===== src/rtl/smu_seq_trigger.sv =====
// smu_seq_trigger: M independent sequence-trigger channels watching one
// K-bit observable bus. Each channel walks up to N masked compare stages,
// with per-stage timeout and inversion, producing a pulse or sticky trigger.
module smu_seq_trigger #(
    parameter int unsigned N  = 4,
    parameter int unsigned K  = 8,
    parameter int unsigned M  = 4,
    parameter int unsigned T  = 8,
    localparam int unsigned SW = (N > 1) ? $clog2(N) : 1,
    localparam int unsigned CW = (M > 1) ? $clog2(M) : 1
) (
    input  logic            clk,
    input  logic            rst,
    input  logic [K-1:0]    i,
    input  logic            cfg_stage_we,
    input  logic [CW-1:0]   cfg_ch,
    input  logic [SW-1:0]   cfg_stage,
    input  logic [K-1:0]    cfg_cmp,
    input  logic [K-1:0]    cfg_mask,
    input  logic            cfg_inv,
    input  logic [T-1:0]    cfg_timeout,
    input  logic            cfg_ctrl_we,
    input  logic            cfg_en,
    input  logic [SW-1:0]   cfg_last,
    input  logic            cfg_sticky,
    input  logic [M-1:0]    trig_clr,
    output logic [M-1:0]    trigger,
    output logic [M*SW-1:0] smu_state
);

    // Per-channel, per-stage compare table
    logic [K-1:0] r_cmp  [M][N];
    logic [K-1:0] r_mask [M][N];
    logic         r_inv  [M][N];
    logic [T-1:0] r_to   [M][N];

    // Per-channel control and sequencing state
    logic [M-1:0]  r_en;
    logic [M-1:0]  r_sticky;
    logic [M-1:0]  r_trig;
    logic [SW-1:0] r_last  [M];
    logic [SW-1:0] r_stage [M];
    logic [T-1:0]  r_timer [M];

    // Current-stage match, completion and selected timeout per channel
    logic [M-1:0]  w_match;
    logic [M-1:0]  w_done;
    logic [T-1:0]  w_to_sel [M];

    // Select the current stage entry and evaluate its match; a stage index
    // with no table entry behaves like a reset entry (always matches).
    always_comb begin
        w_match = '1;
        w_done  = '0;
        for (int unsigned c = 0; c < M; c++) begin
            w_to_sel[c] = '0;
            for (int unsigned s = 0; s < N; s++) begin
                if (r_stage[c] == SW'(s)) begin
                    w_match[c]  = ((((i ^ r_cmp[c][s]) & r_mask[c][s]) == '0) ^ r_inv[c][s]);
                    w_to_sel[c] = r_to[c][s];
                end
            end
            w_done[c] = w_match[c] && (r_stage[c] == r_last[c]);
        end
    end

    // Stage table writes; out-of-range channel/stage never matches any entry
    always_ff @(posedge clk or posedge rst) begin
        if (rst) begin
            for (int unsigned c = 0; c < M; c++) begin
                for (int unsigned s = 0; s < N; s++) begin
                    r_cmp[c][s]  <= '0;
                    r_mask[c][s] <= '0;
                    r_inv[c][s]  <= 1'b0;
                    r_to[c][s]   <= '0;
                end
            end
        end else if (cfg_stage_we) begin
            for (int unsigned c = 0; c < M; c++) begin
                for (int unsigned s = 0; s < N; s++) begin
                    if (cfg_ch == CW'(c) && cfg_stage == SW'(s)) begin
                        r_cmp[c][s]  <= cfg_cmp;
                        r_mask[c][s] <= cfg_mask;
                        r_inv[c][s]  <= cfg_inv;
                        r_to[c][s]   <= cfg_timeout;
                    end
                end
            end
        end
    end

    // Channel control writes and sequence advance; a control write to a
    // channel restarts it and takes priority over any match that cycle.
    always_ff @(posedge clk or posedge rst) begin
        if (rst) begin
            r_en     <= '0;
            r_sticky <= '0;
            r_trig   <= '0;
            for (int unsigned c = 0; c < M; c++) begin
                r_last[c]  <= '0;
                r_stage[c] <= '0;
                r_timer[c] <= '0;
            end
        end else begin
            for (int unsigned c = 0; c < M; c++) begin
                if (cfg_ctrl_we && cfg_ch == CW'(c)) begin
                    r_en[c]     <= cfg_en;
                    r_last[c]   <= cfg_last;
                    r_sticky[c] <= cfg_sticky;
                    r_stage[c]  <= '0;
                    r_timer[c]  <= '0;
                    r_trig[c]   <= 1'b0;
                end else if (!r_en[c]) begin
                    r_stage[c] <= '0;
                    r_timer[c] <= '0;
                    r_trig[c]  <= 1'b0;
                end else begin
                    if (w_match[c]) begin
                        r_timer[c] <= '0;
                        r_stage[c] <= w_done[c] ? '0 : r_stage[c] + 1'b1;
                    end else if (r_stage[c] != '0) begin
                        if (w_to_sel[c] != '0 && r_timer[c] == w_to_sel[c] - 1'b1) begin
                            r_stage[c] <= '0;
                            r_timer[c] <= '0;
                        end else begin
                            r_timer[c] <= r_timer[c] + 1'b1;
                        end
                    end
                    // Completion wins over a same-cycle clear in sticky mode
                    r_trig[c] <= w_done[c] | (r_sticky[c] & r_trig[c] & ~trig_clr[c]);
                end
            end
        end
    end

    assign trigger = r_trig;

    // Flatten per-channel stage indices onto the state bus
    for (genvar g = 0; g < M; g++) begin : g_state
        assign smu_state[g*SW +: SW] = r_stage[g];
    end

endmodule


===== config.mk =====
export PLATFORM = sky130hd
export DESIGN_NAME = smu_seq_trigger
export DESIGN_NICKNAME = d
export VERILOG_FILES = /design/src/rtl/smu_seq_trigger.sv
export SDC_FILE = /design/constraint.sdc
export NUM_CORES = 1
export LEC_CHECK = 0
export BUFFER_PORTS_ARGS = -buffer_cell sky130_fd_sc_hd__buf_2
export CORE_MARGIN = 4
export CORE_UTILIZATION = 55
export DETAILED_ROUTE_END_ITERATION = 8
export PLACE_DENSITY = 0.8
export SLEW_MARGIN = 30
export SYNTH_ARGS = -nofsm -noshare
export SYNTH_HDL_FRONTEND = slang
export SYNTH_SLANG_ARGS = --single-unit
export TNS_END_PERCENT = 100

===== constraint.sdc =====
create_clock -name clk -period 40.8 [get_ports clk]
set_clock_uncertainty 0.1 [all_clocks]
set_input_delay 6.12 -clock clk [delete_from_list [all_inputs] [get_ports clk]]
set_output_delay 6.12 -clock clk [all_outputs]
set_load 0.05 [all_outputs]

After elaboration in Yosys (flattened, before gate mapping)
Cells that the tools add are included.
{"block": "classes", "addsub": 12, "mux": 84, "n_eq_ne": 34, "n_reduce_logical": 78, "bitwise": 64}
{"op": "8-bit 2-to-1 mux", "n": 36}
{"op": "8-bit AND", "n": 16}
{"op": "8-bit zero test", "n": 16}
{"op": "8-bit bitwise XOR", "n": 16}
{"op": "2-bit 2-to-1 mux", "n": 24}
{"op": "2-bit AND reduction", "n": 20}
{"op": "8-bit by 1-bit adder with 8-bit output, second input constant", "n": 4}
{"op": "8-bit == test", "n": 4}
{"op": "4-bit by 1-bit != test with 1-bit output, second input constant", "n": 8}
{"op": "8-bit nonzero test", "n": 4}
{"op": "8-bit by 1-bit subtractor with 8-bit output, second input constant", "n": 4}
{"op": "1-bit logical AND", "n": 28}
{"op": "2-bit == test, second input constant", "n": 12}
{"op": "1-bit 2-to-1 mux", "n": 24}
{"op": "1-bit bitwise XOR", "n": 16}
{"op": "2-bit by 1-bit == test with 1-bit output, second input constant", "n": 6}
{"op": "2-bit zero test", "n": 6}
{"op": "2-bit by 1-bit adder with 2-bit output, second input constant", "n": 4}
{"op": "1-bit AND", "n": 8}
{"op": "2-bit == test", "n": 4}
{"op": "2-bit nonzero test", "n": 4}
{"op": "1-bit NOT", "n": 4}
{"op": "1-bit OR", "n": 4}
{"block": "word_totals", "register_bits": 460, "output_inout_bits": 12, "input_bits": 49, "word_cells": 357}

Depth between registers and ports, before layout
{"block": "logic_depth", "word_depth": 13, "mapped_depth": 17}

Worst setup path after synthesis
OpenSTA, ideal clock, no wires.
{"block": "synth_timing", "path_type": "input -> register", "start": "input i[6]", "end": "register r_stage, in the netlist smu_state[6]", "path_slack_ns": 32.468, "t_required_ns": 40.575, "setup_ns": 0.125, "cell_stages": 11, "t_arrival_ns": 8.108, "cell_sequence": "clkbuf_1 -> buf_2 -> xor2_1 -> a22oi_1 -> nand4_1 -> xor2_1 -> o2bb2ai_1 -> nor2_1 -> nand3_1 -> o21ba_1 -> mux2_2"}
{"block": "synth_between", "elab_chain_len": 13}
{"item": "start: declaration", "line_no": "14", "rtl": "input logic [K-1:0] i,"}
{"item": "8-bit bitwise XOR", "line_no": "59", "rtl": "w_match[c] = ((((i ^ r_cmp[c][s]) & r_mask[c][s]) == '0) ^ r_inv[c][s]);"}
{"item": "8-bit AND", "line_no": "59"}
{"item": "8-bit zero test", "line_no": "59"}
{"item": "1-bit bitwise XOR", "line_no": "59"}
{"item": "1-bit 2-to-1 mux (3 in a row)", "line_no": "58", "rtl": "if (r_stage[c] == SW'(s)) begin"}
{"item": "1-bit 2-to-1 mux (*)", "line_no": "58"}
{"item": "1-bit logical AND", "line_no": "63", "rtl": "w_done[c] = w_match[c] && (r_stage[c] == r_last[c]);"}
{"item": "2-bit 2-to-1 mux", "line_no": "120", "rtl": "r_stage[c] <= w_done[c] ? '0 : r_stage[c] + 1'b1;"}
{"item": "2-bit 2-to-1 mux", "line_no": "118", "rtl": "if (w_match[c]) begin"}
{"item": "2-bit 2-to-1 mux", "line_no": "113", "rtl": "end else if (!r_en[c]) begin"}
{"item": "2-bit 2-to-1 mux", "line_no": "106", "rtl": "if (cfg_ctrl_we && cfg_ch == CW'(c)) begin"}
{"item": "end signal: indexed assignment", "line_no": "120"}
{"item": "end: declaration", "line_no": "42", "rtl": "logic [SW-1:0] r_stage [M];"}
Mark *: on every way between the ends. The rest lies on a longest branch, timed or not.
A chain may end at the register's enable or synchronous reset.

Worst setup path after layout
{"block": "layout_timing", "start": "input i[4]", "end": "register r_stage, in the netlist smu_state[5]"}
Same word-level chain as after synthesis.

==> metrics.txt <==
Routed WL per cell 21.2 um; Post-Syn Instances 1,765; final WL 49,800 um; Die ar. between 0.04 and 0.05 mm^2; total grt overflow 0; setup TNS 0 ns; DRC Markers 0; Die Span Y 209 um; Peak VDD IR 0.0423 mV; global-route wire length before repair 81,200 um; crit-path max FO 16; EDFF count, synth 0; I/O pins between 60 and 70; Initial DRT Pass Iterations 6; most crowded layer after global routing met2; Startpoint Class input port; number of global-route vias before repair ~15,000; RSZ-0062 raised after global routing no; via count 14,100; Root Buffer clkbuf_16; NumNets Final roughly 1,900; # fillers 3,033; Multi-input gate area between 0.01 and 0.015 mm^2; sequential area share after synthesis 52.0%; Syn Nets 1,842; max-slew violations 0; P&R area growth vs syn 10.5%; Mean Syn Cell Area 12.5 um^2; pre-CTS setup slack 31.79 ns; commonest non-fill, non-tap cell in the layout dfrtp_1; Post-CTS Setup Inserts 0; Yosys Warn Count 0; post-route ant nets 0; GR Util met1 roughly 33%; number of diodes 0; port bufs 60; Mapped Area about 0.022 mm^2; Post-CTS Resized 0; CTS Buffer Depth 3; Worst Setup Slack, final roughly 32 ns; fin crit period 8.51 ns; max-cap violations 0; number of hold buffers added after CTS 0; met3 Track Usage GR 3.06%; clock latency at the later pin of the worst-skew pair roughly 0.57 ns; routability cong. 0.862; initial core utilization 55.7%; Fin. Hold Viols 0; GR Util All Layers 22.7%; power per cell area 63.4 mW/mm^2; post-synth cell types a little under 80; DRT iter0 DRCs 882; commonest non-fill, non-tap cells in the layout dfrtp_1 (460), mux2_2 (408), xor2_1 (168); ys flop type dfrtp_1; Synth Register Bits 460; outcome completed; Reg area between 0.01 and 0.015 mm^2; CTS buffer count 48; crit path DAT 8.88 ns; antenna violations before repair 1; Slew Limit Headroom a little under half; Critical Setup Path Class in -> reg; Clock Pin Slew Worst Setup and Hold Paths around 0.06 ns; htree depth 2; period utilization 20.9%; ys async rst share 100%; hpwl dp around 33,000 um; met2 Track Usage GR 37.5%; share of cells above drive strength 1 32.7%; num rows 73; clock sinks 460; Chip Width roughly 210 um; vias per cell 6.00; Max Clk Rate 118 MHz; Worst Setup End Kind flip-flop; pin count of the biggest net entering global routing 182; Pleak 10.8 nW; Min-Delay Path Class reg -> reg; setup violators final 0; Slew @ Worst Pin 0.805 ns; CTS tree built; core box area 0.0397 mm^2; critical path required time roughly 41 ns
path summary, 6_finish.rpt:
kind / from / end / slack (ns) / depth (start not counted)
max: i[4] / smu_state[5] / 32.29 / 10
min: r_to[121] / r_to[121] / 0.40 / 1
max reg2reg: smu_state[1] / r_timer[24] / 36.46 / 12
min reg2reg: r_to[121] / r_to[121] / 0.40 / 1
max in group asynchronous: rst / r_mask[105] / 32.85 / 5
min in group asynchronous: rst / r_timer[19] / 5.53 / 2
power breakdown:
| group | switching, mW | internal (mW) |
|---|---|---|
| clock | 0.185 | 0.261 |
| combinational | 0.266 | 0.221 |
| sequential | 0.0630 | 0.556 |
| total | 0.513 | 1.04 |
stage by stage:
| stage | hold slack [ns] | utilization (%) | power (mW) | cells | cell area (um^2) |
|---|---|---|---|---|---|
| global route | 0.412 | 61.6 | 1.63 | 2347 | 24500 |
| floorplan | 0.371 | - | 0.992 | 1765 | 22100 |
| finish | 0.399 | 61.6 | 1.55 | 2347 | 24500 |
| CTS | 0.401 | 61.5 | 1.55 | 2346 | 24400 |
| detailed placement | 0.387 | 57.5 | 1.10 | 2257 | 22800 |
| global placement | 0.380 | 57.4 | 1.08 | 2256 | 22800 |
cell families (layout without fill, tap and decap cells):
kind of cell    after synthesis  after routing  synth area share (%)
compound gates              241            241                  8.11
simple gates                287            287                  6.78
fa+ha+maj                    28             28                  1.58
mux                         413            413                  21.0
xor+xnor                    201            201                  8.13
buf+inv                     135            192                  2.46
flops                       460            460                  52.0
final cells by class:
class                           instances  share of cell area (%)
Sequential cell                       460                    47.0
Multi-Input combinational cell       1170                    41.4
Clock buffer                           66                    5.59
Tap cell                              525                    2.68
Timing Repair Buffer                   76                    1.88
Clock inverter                         23                    1.01
Inverter                               27                   0.465
flip-flops by register name, summed over array words and instances, names as in the netlist:
register / flops
r_to: 128
r_mask: 128
r_en: 4
r_sticky: 4
r_last: 8
r_timer: 32
r_cmp: 128
trigger: 4
r_inv: 16
smu_state: 8
cells in the mapped netlist, types with 14 or more instances:
cell,number,area (um^2)
inv_1,26,97.6
a21oi_1,18,90.1
nor2_1,73,274
o22ai_1,30,188
o21ai_0,20,100
nand2_1,67,251
dfrtp_1,460,11500
a22oi_1,64,480
a31oi_1,14,87.6
clkbuf_1,84,315
mux2_2,408,4590
xnor2_1,30,263
nand4_1,23,144
ha_1,28,350
buf_2,17,85.1
xor2_1,168,1470
nand3_1,18,90.1
worst max-delay path: stages:
cell and delay (ns):
buf_2 0.42, xor2_1 0.13, a22oi_1 0.37, nand4_1 0.31, xor2_1 0.22, o22ai_1 0.10, a31oi_1 0.53, and3_1 0.30
o21ai_2 0.14, o22ai_1 0.23
layer usage:
metal | part of all wire, % | vias to the layer above
met5 | 0.040 | -
met4 | 1.9 | 2
met3 | 4.0 | 78
met2 | 48 | 284
met1 | 46 | 7363
li1 | - | 6362
No activity file was read; power rests on OpenSTA's default activity.
